`src/rtl/eth_avalon_txdma_pkg.sv`:
```
// Shared types and FIFO word layout for the transmit DMA read engine.
package eth_avalon_txdma_pkg;

    typedef enum logic [1:0] {
        IDLE  = 2'd0,
        ISSUE = 2'd1,
        DRAIN = 2'd2
    } state_t;

    localparam int unsigned DATA_LSB = 0;
    localparam int unsigned BCNT_LSB = 32;
    localparam int unsigned SOP_BIT  = 34;
    localparam int unsigned EOP_BIT  = 35;
    localparam int unsigned WORD_W   = 36;

endpackage

```
`src/rtl/eth_avalon_txdma_space.sv`:
```
// Free-space check: a burst may issue only if the FIFO can absorb it plus
// everything still in flight, with SLACK words of margin for wrusedw latency.
module eth_avalon_txdma_space #(
    parameter int unsigned FIFO_AW = 10,
    parameter int unsigned SLACK   = 4
) (
    input  logic [FIFO_AW-1:0] i_wrusedw,
    input  logic               i_wrfull,
    input  logic [FIFO_AW:0]   i_outstanding,
    input  logic [6:0]         i_burst,
    output logic               o_burst_ok
);

    localparam int unsigned SW = FIFO_AW + 8;

    logic [SW-1:0] w_depth;
    logic [SW-1:0] w_used;
    logic [SW-1:0] w_free;
    logic [SW-1:0] w_need;

    assign w_depth = SW'(1) << FIFO_AW;
    assign w_used  = SW'(i_wrusedw) + SW'(i_outstanding);
    // Saturate at zero so an over-committed FIFO never wraps to "lots free".
    assign w_free  = (w_used >= w_depth) ? '0 : (w_depth - w_used);
    assign w_need  = SW'(i_burst) + SW'(SLACK);

    assign o_burst_ok = !i_wrfull && (w_free >= w_need);

endmodule

```
`src/rtl/eth_avalon_txdma_reader.sv`:
```
// Transmit DMA reader: bursts a frame buffer from Avalon-MM into the TX FIFO.
// Optional ETH_TXDMA_BSWAP_EN byte-reverses each read word for big-endian buffers.
module eth_avalon_txdma_reader
    import eth_avalon_txdma_pkg::*;
#(
    parameter int unsigned FIFO_AW = 10,
    parameter int unsigned BURST   = 8,
    parameter int unsigned SLACK   = 4
) (
    input  logic               clk,
    input  logic               reset_n,
    input  logic               cmd_valid,
    output logic               cmd_ready,
    input  logic [31:0]        cmd_addr,
    input  logic [15:0]        cmd_len,
    output logic               done,
    output logic [31:0]        av_address,
    output logic               av_read,
    output logic [6:0]         av_burstcount,
    input  logic               av_waitrequest,
    input  logic [31:0]        av_readdata,
    input  logic               av_readdatavalid,
    output logic [35:0]        fifo_data,
    output logic               fifo_wrreq,
    input  logic [FIFO_AW-1:0] fifo_wrusedw,
    input  logic               fifo_wrfull
);

    localparam int unsigned OW = FIFO_AW + 1;

    state_t        r_state;
    logic          r_cmd_ready;
    logic [31:0]   r_addr;
    logic [14:0]   r_words;
    logic [14:0]   r_req_left;
    logic [14:0]   r_wr_idx;
    logic [1:0]    r_last_bcnt;
    logic [OW-1:0] r_outstanding;
    logic          r_av_read;
    logic [6:0]    r_burst;

    logic [14:0]       w_cmd_words;
    logic [1:0]        w_cmd_bcnt;
    logic [6:0]        w_burst;
    logic              w_burst_ok;
    logic              w_accept;
    logic              w_wr;
    logic              w_sop;
    logic              w_eop;
    logic [31:0]       w_data;
    logic [WORD_W-1:0] w_word;
    logic [OW-1:0]     w_out_next;

    assign w_cmd_words = 15'((17'(cmd_len) + 17'd3) >> 2);
    assign w_cmd_bcnt  = 2'(cmd_len - 16'd1);
    assign w_burst     = (r_req_left >= 15'(BURST)) ? 7'(BURST) : r_req_left[6:0];
    assign w_accept    = r_av_read && !av_waitrequest;
    assign w_wr        = av_readdatavalid && (r_outstanding != '0);
    assign w_sop       = (r_wr_idx == '0);
    assign w_eop       = (r_wr_idx == (r_words - 15'd1));

`ifdef ETH_TXDMA_BSWAP_EN
    assign w_data = {av_readdata[7:0], av_readdata[15:8], av_readdata[23:16], av_readdata[31:24]};
`else
    assign w_data = av_readdata;
`endif

    eth_avalon_txdma_space #(
        .FIFO_AW(FIFO_AW),
        .SLACK  (SLACK)
    ) u_space (
        .i_wrusedw    (fifo_wrusedw),
        .i_wrfull     (fifo_wrfull),
        .i_outstanding(r_outstanding),
        .i_burst      (w_burst),
        .o_burst_ok   (w_burst_ok)
    );

    always_comb begin
        w_word = '0;
        if (w_wr) begin
            w_word[DATA_LSB +: 32] = w_data;
            w_word[BCNT_LSB +: 2]  = w_eop ? r_last_bcnt : 2'b00;
            w_word[SOP_BIT]        = w_sop;
            w_word[EOP_BIT]        = w_eop;
        end
    end

    // Accept and data beat in the same cycle net out here.
    always_comb begin
        w_out_next = r_outstanding;
        if (w_accept) w_out_next = w_out_next + OW'(r_burst);
        if (w_wr)     w_out_next = w_out_next - OW'(1);
    end

    always_ff @(posedge clk or negedge reset_n) begin
        if (!reset_n) begin
            r_state       <= IDLE;
            r_cmd_ready   <= 1'b0;
            r_addr        <= '0;
            r_words       <= '0;
            r_req_left    <= '0;
            r_wr_idx      <= '0;
            r_last_bcnt   <= '0;
            r_outstanding <= '0;
            r_av_read     <= 1'b0;
            r_burst       <= '0;
        end else begin
            r_outstanding <= w_out_next;
            case (r_state)
                IDLE: begin
                    if (cmd_valid && r_cmd_ready && (cmd_len != '0)) begin
                        r_addr      <= cmd_addr;
                        r_words     <= w_cmd_words;
                        r_req_left  <= w_cmd_words;
                        r_last_bcnt <= w_cmd_bcnt;
                        r_wr_idx    <= '0;
                        r_cmd_ready <= 1'b0;
                        r_state     <= ISSUE;
                    end else begin
                        r_cmd_ready <= 1'b1;
                    end
                end
                ISSUE: begin
                    // After each accept av_read drops so space is re-evaluated.
                    if (r_av_read) begin
                        if (!av_waitrequest) begin
                            r_av_read  <= 1'b0;
                            r_addr     <= r_addr + {23'b0, r_burst, 2'b00};
                            r_req_left <= r_req_left - 15'(r_burst);
                            if (r_req_left == 15'(r_burst)) r_state <= DRAIN;
                        end
                    end else if (w_burst_ok) begin
                        r_av_read <= 1'b1;
                        r_burst   <= w_burst;
                    end
                end
                DRAIN: ;
                default: r_state <= IDLE;
            endcase
            if (w_wr) begin
                if (w_eop) begin
                    r_state     <= IDLE;
                    r_cmd_ready <= 1'b1;
                    r_wr_idx    <= '0;
                end else begin
                    r_wr_idx <= r_wr_idx + 15'd1;
                end
            end
        end
    end

    assign cmd_ready     = r_cmd_ready;
    assign av_address    = r_addr;
    assign av_read       = r_av_read;
    assign av_burstcount = r_burst;
    assign fifo_wrreq    = w_wr;
    assign fifo_data     = w_word;
    assign done          = w_wr && w_eop;

endmodule

```
`config.mk`:
```
export PLATFORM = sky130hd
export DESIGN_NAME = eth_avalon_txdma_reader
export DESIGN_NICKNAME = d
export VERILOG_FILES = /design/src/rtl/eth_avalon_txdma_pkg.sv /design/src/rtl/eth_avalon_txdma_space.sv /design/src/rtl/eth_avalon_txdma_reader.sv
export SDC_FILE = /design/constraint.sdc
export NUM_CORES = 1
export LEC_CHECK = 0
export ABC_CLOCK_PERIOD_IN_PS = 5610
export CAP_MARGIN = 10
export CORE_MARGIN = 5
export CORE_UTILIZATION = 25
export DETAILED_ROUTE_END_ITERATION = 12
export GPL_ROUTABILITY_DRIVEN = 0
export MAX_ROUTING_LAYER = met4
export PLACE_DENSITY_LB_ADDON = 0.1
export SLEW_MARGIN = 15
export SYNTH_ARGS = -nofsm -noshare
export SYNTH_HDL_FRONTEND = slang
export SYNTH_SLANG_ARGS = --single-unit
```
`constraint.sdc`:
```
create_clock -name clk -period 5.61 [get_ports clk]
set_input_delay 0.8415 -clock clk [delete_from_list [all_inputs] [get_ports clk]]
set_output_delay 0.8415 -clock clk [all_outputs]
set_load 0.1 [all_outputs]
```
Word level (Yosys, flattened, before mapping)
Index checks and enable logic that the tools add are counted.
{"block": "totals", "regBits": 101, "in_bits": 96, "output_inout_bits": 79, "word_cells": 83}
{"block": "op_classes", "addsub": 11, "magnitude_cmp": 3, "eq_ne": 7, "mux": 32, "bitwise_logic": 1, "reduce_logical": 19}
{"cell": "two-way mux 15 bit", "n": 7}
{"cell": "two-way mux 32 bit", "n": 3}
{"cell": "one-hot mux 32 bit (2 select lines)", "n": 1}
{"cell": "two-way mux 36 bit", "n": 1}
{"cell": "adder 32 x 9 -> 32 bit", "n": 1}
{"cell": "one-hot mux 15 bit (2 select lines)", "n": 1}
{"cell": "two-way mux 11 bit", "n": 2}
{"cell": ">= comparator 18 x 11 -> 1 bit, second input constant", "n": 1}
{"cell": ">= comparator 18 bit", "n": 1}
{"cell": "two-way mux 18 bit", "n": 1}
{"cell": "subtractor 11 x 18 -> 18 bit, first input constant", "n": 1}
{"cell": "adder 16 x 2 -> 17 bit, second input constant", "n": 1}
{"cell": "nonzero test 16 bit", "n": 1}
{"cell": "adder 15 x 1 -> 15 bit, second input constant", "n": 1}
{"cell": "== test 15 bit", "n": 1}
{"cell": "== test 15 x 7 -> 1 bit", "n": 1}
{"cell": ">= comparator 15 x 4 -> 1 bit, second input constant", "n": 1}
{"cell": "zero test 15 bit", "n": 1}
{"cell": "subtractor 15 x 1 -> 15 bit, second input constant", "n": 1}
{"cell": "subtractor 15 x 7 -> 15 bit", "n": 1}
{"cell": "two-way mux 2 bit", "n": 7}
{"cell": "adder 10 x 11 -> 12 bit", "n": 1}
{"cell": "adder 11 x 7 -> 11 bit", "n": 1}
{"cell": "nonzero test 11 bit", "n": 1}
{"cell": "17 further kinds", "n": 34}

Longest topological paths before layout
Gate-level depths: netlist (run 1).
{"block": "logic_depth", "word_depth": 7, "ltp_mapped": 19}

By module
A second synthesis (run 1) with hierarchy kept.
{"block": "unflattened", "hier_cells": 1001, "area_unflattened_um2": 8180.3}
{"mod": "eth_avalon_txdma_reader", "n_inst": 1, "cells_per_inst": 866, "area_per_inst_um2": 7173.1, "seq_area_each_um2": 2527.4}
{"mod": "eth_avalon_txdma_space", "n_inst": 1, "cells_per_inst": 135, "area_per_inst_um2": 1007.2, "seq_area_each_um2": 0.0}

Least setup slack after synthesis (run 1)
No wires, ideal clock.
{"block": "synth_timing", "kind": "input port to flip-flop", "start": "input port fifo_wrusedw[0]", "end": "register r_burst[0], in the netlist av_burstcount[0]", "setup_ns": 0.126, "arrival_ns": 4.673, "required_time_ns": 5.484, "setup_slack_ns": 0.811, "path_stages": 19, "n_path_buf": 0, "cell_sequence": "ha_1 -> inv_1 -> fa_1 -> nand2b_1 -> a21oi_2 -> o21ai_1 -> a211oi_1 -> mux2i_1 -> inv_1 -> and2_1 -> ha_1 -> a21o_1 -> a31oi_1 -> o21ai_0 -> o41ai_1 -> and3b_1 -> a22o_1 -> a2111o_1 -> mux2_4"}
{"block": "synth_via", "elab_chain_len": 6, "elab_cells_between_ends": 7, "classes_between": "2 x add/sub; 2 x order compare; 1 x mux; 2 x reduce/logical"}
{"element": "start, declared", "line_no": "eth_avalon_txdma_reader.sv:25", "rtl": "input logic [FIFO_AW-1:0] fifo_wrusedw,"}
{"element": "adder 10 x 11 -> 12 bit *", "line_no": "eth_avalon_txdma_space.sv:22", "rtl": "assign w_used = SW'(i_wrusedw) + SW'(i_outstanding);"}
{"element": "subtractor 11 x 18 -> 18 bit / >= comparator 18 x 11 -> 1 bit (equally long branches)", "line_no": "eth_avalon_txdma_space.sv:24", "rtl": "assign w_free = (w_used >= w_depth) ? '0 : (w_depth - w_used);"}
{"element": "two-way mux 18 bit *", "line_no": "eth_avalon_txdma_space.sv:24"}
{"element": ">= comparator 18 bit *", "line_no": "eth_avalon_txdma_space.sv:27", "rtl": "assign o_burst_ok = !i_wrfull && (w_free >= w_need);"}
{"element": "logical AND 1 bit *", "line_no": "eth_avalon_txdma_space.sv:27"}
{"element": "AND reduction 3 bit (no source line) *"}
{"element": "end signal, assigned", "line_no": "eth_avalon_txdma_reader.sv:135", "rtl": "r_burst <= w_burst;"}
{"element": "end, declared", "line_no": "eth_avalon_txdma_reader.sv:40", "rtl": "logic [6:0] r_burst;"}
Every way passes the cells marked *; elsewhere a longest branch is shown, timed or not.
A chain may end at the register's enable or synchronous reset.

Final worst setup path (run 1)
Same ends and word-level chain as after synthesis.

==> results of run 1 <==
==> synthesized netlist by cell type (all sizes together), types with 11 or more instances <==
master  number
nand2b      13
nor3        19
o22ai       11
mux2i       20
and2        40
nand2       77
nor2b       13
nor2        72
ha          46
nand3       34
inv         50
o21ai       66
xor2        18
a31oi       14
nor4        15
clkbuf      44
xnor2       38
dfrtp      101
nand4       11
and3        27
a21oi       70
==> through the flow <==
stage | area (sq um) | worst slack, ns | hold WS [ns] | util [%]
2_1_floorplan | 8160 | 0.811 | 0.442 | -
3_3_place_gp | 10300 | 0.238 | 0.461 | 32.0
3_5_place_dp | 10300 | 0.247 | 0.476 | 32.0
4_1_cts | 10700 | 0.576 | 0.497 | 32.9
5_1_grt | 10700 | 0.204 | 0.523 | 33.0
6_report | 10700 | 0.599 | 0.487 | 33.0
==> power by group through the flow <==
stage          Combinational [mW]  Clock (mW)  Sequential, mW
2_1_floorplan                2.06           0            2.17
3_3_place_gp                 3.83           0            1.45
3_5_place_dp                 3.83           0            1.44
4_1_cts                      3.85       0.722            1.43
5_1_grt                      4.18       0.750            1.49
6_report                     3.82       0.697            1.43
==> final cells by class <==
type                    count  area (sq um)  area share [%]
well taps                 442           553            5.18
clock buffers              11           243            2.28
multi-input cells         778          5300            49.6
repair buffers            188          1790            16.8
flip-flops and latches    101          2530            23.7
clock inverters             4          72.6           0.680
inverters                  50           188            1.76
==> per-layer routing <==
layer  up-vias  wire length (um)  global-route usage (%)
li1       3865                 -                       -
met1      3651             13200                    20.7
met2       136             12400                    23.6
met3        15               794                    1.79
met4         0               242                    3.26
met5         -                 0                       -
==> state kept, by name, indices dropped and copies added (netlist names) <==
name and cells:
r_req_left 15, av_read 1, r_last_bcnt 2, cmd_ready 1, r_state 2, r_outstanding 11
r_wr_idx 15, av_burstcount 7, r_words 15, av_address 32
==> critical path, stage by stage <==
cell	delay [ns]
clkdlybuf4s50_1	0.47
ha_1	0.20
inv_1	0.07
fa_1	0.39
nand2b_1	0.19
a21oi_2	0.15
o21ai_1	0.07
a211oi_1	0.30
mux2i_1	0.40
inv_1	0.12
and2_1	0.18
ha_1	0.27
a31oi_1	0.08
o21ai_0	0.18
o41ai_1	0.09
and3b_1	0.19
a22o_1	0.22
a2111o_1	0.51
mux2_4	0.33
==> kinds of logic after synthesis <==
logic type / after synthesis / share of synthesized area [%]
AOI/OAI and AO/OA: 270 / 22.0
other: 1 / 0.0460
muxes: 30 / 3.93
and+or+nand+nor: 369 / 24.1
buffers and inverters: 101 / 4.79
DFF: 101 / 31.0
xor gates and xnor gates: 56 / 6.02
adders and majority gates: 50 / 8.05
==> worst max-delay path by stage <==
stage,to,slack [ns],depth (start not counted)
global route,av_burstcount[2],0.20,20
global placement,av_burstcount[0],0.24,19
floorplan,av_burstcount[0],0.81,19
CTS,av_burstcount[0],0.58,19
detailed placement,av_burstcount[0],0.25,19
finish,av_burstcount[0],0.60,19
==> flow_metrics.py, run 1 <==
metrics = {
    "timing": {
        "finalSetupTns_ns": 0,
        "clock_skew_ns": 0.0133,
        "slew_violations": 0,
        "setup_viol": 0,
        "fin_crit_sh_pct": 89.3,
        "slew_headroom_pct": 29.7,
        "hold_violations": 0,
        "rsz0062_at_grt": "false",
        "fmax_mhz": 200,
        "worstMarginPinSlew_ns": 1.05,
        "min_period_ns": 5.01,
    },
    "power_and_ir_drop": {
        "pwr-share-clk_pct": 11.7,
        "seqPwrFrac_pct": 24.0,
        "p_per_area_nw_per_um2": 558,
        "p_sw_share_pct": 54.6,
        "combPwrFrac_pct": 64.3,
        "vdd_ir_drop_max_uv": 343,
        "intPower_mw": 2.70,
        "leakagePower_nw": 4.31,
        "total_power_mw": 5.95,
        "p_sw_mw": 3.25,
    },
    "clocking": {
        "path_clk_slew_ns": 0.08,
        "htree_levels": 3,
        "cts_buffers": 9,
        "clock_sinks": 101,
        "clock_path_buffers": 2,
        "clk_latency_ns": 0.36,
        "cts_setup_buffers": 0,
        "hold_buffers": 0,
        "cts_resized": 0,
        "cts_tree": "done",
        "cts_root_buf": "clkbuf_16",
    },
    "global_routing": {
        "grt_start_max_net_pins": 58,
        "grt_remaining_overflow": 0,
        "antenna_found_initial": 0,
        "grt_usage_pct": 14.9,
        "grt_pass1_vias": 7745,
        "grt_first_pass_wirelength_mm": 42.8,
    },
    "logic_synthesis": {
        "syn_area_per_cell_sq_um": 8.33,
        "yosys.area.top_type": "dfrtp_1",
        "ys_types": 79,
        "synth_top_area_share_pct": 31.0,
        "netlist_area_sq_um": 8150,
        "ys_warn_count": 0,
        "ys_ff_latch": 101,
        "async_reset_ff_share_pct": 100,
        "seq_area_frac_synth_pct": 31.0,
        "synth_edf_count": 0,
        "synth_area_leaders": "dfrtp_1 31%, ha_1 7.1%, a21oi_1 4.2%",
        "ys.flop_type": "dfrtp_1",
        "synthCells": 978,
    },
    "cells_and_area": {
        "drive_gt1_share_pct": 7.86,
        "layout_common_cells": "151 x clkdlybuf4s50_1, 101 x dfrtp_1, 77 x nand2_1, 71 x nor2_1, 69 x a21oi_1",
        "layout_commonest_cell": "clkdlybuf4s50_1",
        "layout.cells.non_filler": 1574,
        "diodes": 0,
        "num-fill-cells": 3429,
        "layout.nets": 1274,
        "synthToLayoutAreaGrowth_pct": 30.9,
    },
    "drt": {
        "first_pass_iters": 4,
        "vias_per_cell": 4.87,
        "vias": 7667,
        "drtIter0Drc": 378,
        "post_drt_wl_per_cell_um": 16.9,
        "route.detailed.drc": 0,
        "wl_mm": 26.7,
        "ant_nets": 0,
    },
    "setup_path": {
        "arrival_ns": 5.25,
        "startpoint_type": "input port",
        "r2r_end": "av_burstcount[0]",
        "reg2reg_slack_ns": 1.05,
        "endpoint_kind": "register",
        "worstSetupPathType": "in2reg",
        "required_ns": 5.85,
        "r2r_start": "r_outstanding[0]",
        "cp-startpoint": "fifo_wrusedw[0]",
        "worstPathMaxFanout": 5,
        "r2r_cells": 18,
    },
    "floorplanning": {
        "die_y_um": 191,
        "initial_core_util_pct": 25.2,
        "die_w_um": 191,
        "core_sq_um": 32400,
        "ios": 175,
        "rows": 66,
        "dieArea_sq_um": 36300,
    },
    "outcome": {
        "status": "finished clean",
    },
    "hold_path": {
        "holdPathEnd": "r_last_bcnt[0]",
        "hp-class": "reg2reg",
        "hp-start": "r_last_bcnt[0]",
        "worstHoldPathCells": 2,
    },
    "place": {
        "dp_cells": 1559,
        "port_buffers": 174,
        "hpwlAfterDp_mm": 20.4,
    },
    "flow_run": {
        "drv_cap": 0,
    },
}
(Power assumes the default switching activity.)
==> inputs of run 2 (changes only) <==
--- a/config.mk
+++ b/config.mk
@@ -7,7 +7,7 @@
 export LEC_CHECK = 0
 export ABC_CLOCK_PERIOD_IN_PS = 5610
 export CAP_MARGIN = 10
-export CORE_MARGIN = 5
+export CORE_MARGIN = 2
 export CORE_UTILIZATION = 25
 export DETAILED_ROUTE_END_ITERATION = 12
 export GPL_ROUTABILITY_DRIVEN = 0
==> run 2 against run 1 <==
Clock power shrank 6.2%. Utilization is 0.077 points higher. Cell count barely moved. Maximum frequency is 0.19% lower. Sequential power hardly changed. Die area shrank 6.2%. Sequential share of layout area hardly changed. Clock-buffer cell count increased by 1. Largest power group unchanged.
==> flow_metrics.py, run 2 (synthesized netlist as in run 1, its figures left out) <==
metrics = {
    "outcome": {
        "status": "finished clean",
    },
    "setup_path": {
        "crit_path_max_incr_delay_ns": 0.46,
        "startpoint_type": "input port",
        "arrival_ns": 5.26,
        "cpMaxStageDelayCell": "clkdlybuf4s50_1",
        "crit_path_cell_trace": "clkdlybuf4s50_1, ha_1, inv_1, fa_1, nand2b_1, a21oi_2, o21ai_1, a211oi_1, mux2i_1, inv_1, and2_1, ha_1, a21o_1, a31oi_1, o21ai_0, o41ai_1, and3b_1, a22o_1, a2111o_1, mux2_4",
        "worstSetupPathType": "in2reg",
        "worstPathMaxFanout": 5,
        "cp_num_buf_inv": 3,
        "required_ns": 5.85,
        "endpoint_kind": "register",
        "cp_top_family": "compound AO/OA/AOI/OAI gates",
    },
    "cells_and_area": {
        "layout.nets": 1273,
        "drive_gt1_share_pct": 6.45,
        "num-fill-cells": 3427,
        "largest_reg_flops": 32,
        "finalCoreUtilization_pct": 33.0,
        "layout_commonest_cell": "clkdlybuf4s50_1",
        "layout_common_cells": "164 x clkdlybuf4s50_1, 101 x dfrtp_1, 77 x nand2_1, 71 x nor2_1, 69 x a21oi_1",
        "synthToLayoutAreaGrowth_pct": 30.9,
    },
    "floorplanning": {
        "die_y_um": 185,
        "core_sq_um": 32300,
        "die_w_um": 185,
        "dieArea_sq_um": 34100,
        "rows": 66,
        "initial_core_util_pct": 25.2,
        "ios": 175,
    },
    "timing": {
        "setup_viol": 0,
        "fin_ws_ns": 0.590,
        "min_period_ns": 5.02,
        "slew_violations": 0,
        "clock_skew_ns": 0.00907,
        "fmax_mhz": 199,
        "fin_crit_sh_pct": 89.5,
        "rsz0062_at_grt": "false",
        "worstMarginPinSlew_ns": 1.14,
        "slew_headroom_pct": 23.8,
        "hold_violations": 0,
        "finalSetupTns_ns": 0,
    },
    "drt": {
        "route.detailed.drc": 0,
        "wl_mm": 25.8,
        "post_drt_wl_per_cell_um": 16.4,
        "vias": 7608,
        "vias_per_cell": 4.83,
        "ant_nets": 0,
        "first_pass_iters": 5,
        "drtIter0Drc": 344,
    },
    "place": {
        "hpwlAfterDp_mm": 19.5,
        "dpl_worst_slack_ns": 0.205,
        "port_buffers": 174,
    },
    "power_and_ir_drop": {
        "p_per_area_nw_per_um2": 551,
        "vdd_ir_drop_max_uv": 375,
        "leakagePower_nw": 4.28,
    },
    "global_routing": {
        "grt_remaining_overflow": 0,
        "globalRouteMet2Util_pct": 24.9,
        "use_met3_pct": 2.19,
        "grt-busiest-layer": "met2",
        "grt_usage_pct": 15.7,
        "grt_use_met1_pct": 21.2,
        "antenna_found_initial": 1,
        "grt_first_pass_wirelength_mm": 41.1,
        "grt_pass1_vias": 7481,
        "grt_start_max_net_pins": 63,
    },
    "clocking": {
        "clock_sinks": 101,
        "clk_latency_ns": 0.36,
        "path_clk_slew_ns": 0.08,
        "cts_resized": 0,
        "cts_root_buf": "clkbuf_16",
        "hold_buffers": 0,
        "cts_buffers": 9,
        "htree_levels": 3,
        "cts_tree": "done",
        "cts_setup_buffers": 0,
        "clock_path_buffers": 2,
    },
    "hold_path": {
        "hp-class": "reg2reg",
    },
    "flow_run": {
        "drv_cap": 0,
    },
}
-- run 2: worst min-delay path: stages, from the launching register on --
cell     delay (ns)
dfrtp_1        0.35
nand2_1        0.05
o21ai_0        0.06
-- run 2: where the power goes --
group | leakage (nW) | switching, mW | internal, mW | total (mW)
clock network | 0.143 | 0.295 | 0.358 | 0.654
registers | 1.22 | 0.404 | 1.02 | 1.42
logic | 2.92 | 2.53 | 1.27 | 3.80
-- run 2: final timing paths --
check / startpoint / to / slack (ns) / cells past startpoint
setup / recovery: fifo_wrusedw[0] / av_burstcount[0] / 0.59 / 20
hold / removal: r_last_bcnt[0] / r_last_bcnt[0] / 0.49 / 2
setup reg to reg: r_outstanding[0] / av_burstcount[0] / 1.03 / 19
hold reg to reg: r_last_bcnt[0] / r_last_bcnt[0] / 0.49 / 2
max in group asynchronous: reset_n / av_address[5] / 3.96 / 2
min in group asynchronous: reset_n / r_words[11] / 0.56 / 1
-- run 2: stage by stage --
step                      total power [mW]  area (sq um)  hold slack [ns]  std cells
after floorplan                       4.23          8160            0.442        980
after global placement                5.27         10400            0.454       1558
after detailed placement              5.26         10400            0.471       1558
after CTS                             5.94         10700            0.492       1574
after global routing                  6.36         10700            0.532       1575
final                                 5.88         10700            0.487       1575
-- run 2: cell type report --
| class | instances | area (sq um) | share of cell area, % |
|---|---|---|---|
| clock buffer | 12 | 246 | 2.31 |
| tap | 442 | 553 | 5.19 |
| antenna | 1 | 2.50 | 0.0235 |
| sequential | 101 | 2530 | 23.7 |
| timing repair buffer | 187 | 1810 | 17.0 |
| multi-input combinational | 778 | 5290 | 49.6 |
| clock inverter | 4 | 47.5 | 0.446 |
| inverter | 50 | 188 | 1.76 |
-- run 2: metal layers --
metal / vias up / part of all wire (%)
li1: 3861 / -
met1: 3611 / 49
met2: 120 / 47
met3: 16 / 2.7
met4: 0 / 1.0
met5: - / 0
==> inputs of run 3 (changes only) <==
--- a/config.mk
+++ b/config.mk
@@ -7,7 +7,7 @@
 export LEC_CHECK = 0
 export ABC_CLOCK_PERIOD_IN_PS = 5610
 export CAP_MARGIN = 10
-export CORE_MARGIN = 2
+export CORE_MARGIN = 8
 export CORE_UTILIZATION = 25
 export DETAILED_ROUTE_END_ITERATION = 12
 export GPL_ROUTABILITY_DRIVEN = 0
==> run 3 against run 2 <==
Sequential share of layout area grew 0.18 points. Via count grew 0.88%. First-iteration DRC count grew 22%. Die area grew 13%. Highest routed layer unchanged. Register-to-register slack lost 0.05 ns. Maximum frequency shrank 1.3%. Critical path type unchanged. Non-clock buffer count is the same.
==> flow_metrics.py, run 3 (synthesized netlist as in run 1, its figures left out) <==
metrics = {
    "setup_path": {
        "arrival_ns": 5.32,
        "reg2reg_slack_ns": 0.98,
        "startpoint_type": "input port",
        "cpMaxStageDelayCell": "clkdlybuf4s50_1",
        "required_ns": 5.85,
        "worstPathMaxFanout": 5,
        "crit_path_cell_trace": "clkdlybuf4s50_1, ha_1, inv_1, fa_1, nand2b_1, a21oi_2, o21ai_1, a211oi_1, mux2i_1, inv_1, and2_1, ha_1, a21o_1, a31oi_1, o21ai_0, o41ai_1, and3b_1, a22o_1, a2111o_1, mux2_4",
        "r2r_end": "av_burstcount[2]",
        "endpoint_kind": "register",
        "r2r_cells": 19,
        "crit_path_max_incr_delay_ns": 0.46,
        "worstSetupPathType": "in2reg",
        "r2r_start": "r_outstanding[0]",
    },
    "floorplanning": {
        "rows": 66,
        "die_y_um": 197,
        "initial_core_util_pct": 25.2,
        "dieArea_sq_um": 38600,
        "core_sq_um": 32300,
        "die_w_um": 197,
        "ios": 175,
    },
    "global_routing": {
        "grt_start_max_net_pins": 60,
        "grt_remaining_overflow": 0,
        "grt_pass1_vias": 7637,
        "antenna_found_initial": 1,
        "grt_first_pass_wirelength_mm": 43.4,
        "grt_usage_pct": 14.4,
    },
    "hold_path": {
        "holdPathEnd": "r_last_bcnt[0]",
        "hp-class": "reg2reg",
        "worstHoldPathCells": 2,
        "hp-start": "r_last_bcnt[0]",
    },
    "clocking": {
        "clock_sinks": 101,
        "cts_setup_buffers": 0,
        "cts_root_buf": "clkbuf_16",
        "htree_levels": 3,
        "path_clk_slew_ns": 0.08,
        "cts_resized": 0,
        "clk_latency_ns": 0.36,
        "cts_tree": "done",
        "hold_buffers": 0,
        "clock_path_buffers": 2,
        "cts_buffers": 9,
    },
    "cells_and_area": {
        "layout.cells.non_filler": 1575,
        "synthToLayoutAreaGrowth_pct": 29.9,
        "layout.nets": 1273,
        "layout_commonest_cell": "clkdlybuf4s50_1",
        "finalCoreUtilization_pct": 32.8,
        "drive_gt1_share_pct": 9.19,
        "layout_common_cells": "136 x clkdlybuf4s50_1, 101 x dfrtp_1, 77 x nand2_1, 71 x nor2_1, 69 x a21oi_1",
        "largest_reg_flops": 32,
    },
    "power_and_ir_drop": {
        "vdd_ir_drop_max_uv": 386,
        "p_per_area_nw_per_um2": 554,
        "total_power_mw": 5.86,
        "leakagePower_nw": 4.31,
    },
    "drt": {
        "first_pass_iters": 5,
        "vias_per_cell": 4.87,
        "ant_nets": 0,
        "wl_mm": 27.3,
        "post_drt_wl_per_cell_um": 17.3,
        "route.detailed.drc": 0,
        "drtIter0Drc": 418,
        "vias": 7675,
    },
    "timing": {
        "worstMarginPinSlew_ns": 1.13,
        "fin_crit_sh_pct": 90.6,
        "slew_violations": 0,
        "clock_skew_ns": 0.0108,
        "hold_violations": 0,
        "rsz0062_at_grt": "false",
        "min_period_ns": 5.08,
        "fmax_mhz": 197,
        "setup_viol": 0,
        "finalSetupTns_ns": 0,
        "slew_headroom_pct": 24.3,
    },
    "flow_run": {
        "drv_cap": 0,
    },
    "place": {
        "dp_cells": 1558,
        "hpwlAfterDp_mm": 20.7,
        "port_buffers": 174,
    },
    "outcome": {
        "status": "finished clean",
    },
}
## run 3: worst max path at each step
stage | start | end | slack (ns) | cells past startpoint
2_1_floorplan | fifo_wrusedw[0] | av_burstcount[0] | 0.81 | 19
3_3_place_gp | fifo_wrusedw[0] | av_burstcount[2] | 0.21 | 19
3_5_place_dp | fifo_wrusedw[0] | av_burstcount[2] | 0.17 | 20
4_1_cts | fifo_wrusedw[0] | av_burstcount[2] | 0.51 | 20
5_1_grt | fifo_wrusedw[0] | av_burstcount[2] | 0.27 | 20
6_report | fifo_wrusedw[0] | av_burstcount[2] | 0.53 | 20
## run 3: layout make-up
class	count	area [sq um]
Antenna cell	1	2.50
Clock buffer	9	225
Clock inverter	7	51.3
Fill cell	3390	21700
Inverter	50	188
Multi-Input combinational cell	778	5290
Sequential cell	101	2530
Tap cell	442	553
Timing Repair Buffer	187	1740
## run 3: metal layers
metal / vias to the layer above / routed length, um / track usage (%)
met5: - / 0 / -
met4: 0 / 354 / 3.45
met3: 23 / 942 / 2.37
met2: 150 / 12600 / 22.5
met1: 3637 / 13400 / 19.1
li1: 3865 / - / -
## run 3: per-stage QoR
| step | setup slack, ns | cell area, sq um | hold slack (ns) |
|---|---|---|---|
| after CTS | 0.508 | 10600 | 0.489 |
| final | 0.525 | 10600 | 0.480 |
| after global routing | 0.274 | 10600 | 0.517 |
| after detailed placement | 0.171 | 10300 | 0.468 |
| after floorplan | 0.811 | 8160 | 0.442 |
| after global placement | 0.215 | 10300 | 0.454 |
## run 3: critical path: cells and delay by family
family	cells	cell delay, ns
buffers and inverters	3	0.65
multiplexers	2	0.74
adder cells (fa/ha/maj)	3	0.76
AO/OA/AOI/OAI	9	1.72
AND/OR/NAND/NOR	3	0.59
## run 3: power by group
group | leakage [nW] | switching [mW] | total, mW | internal, mW
logic | 2.96 | 2.54 | 3.81 | 1.27
clock network | 0.132 | 0.321 | 0.624 | 0.304
registers | 1.22 | 0.405 | 1.42 | 1.02
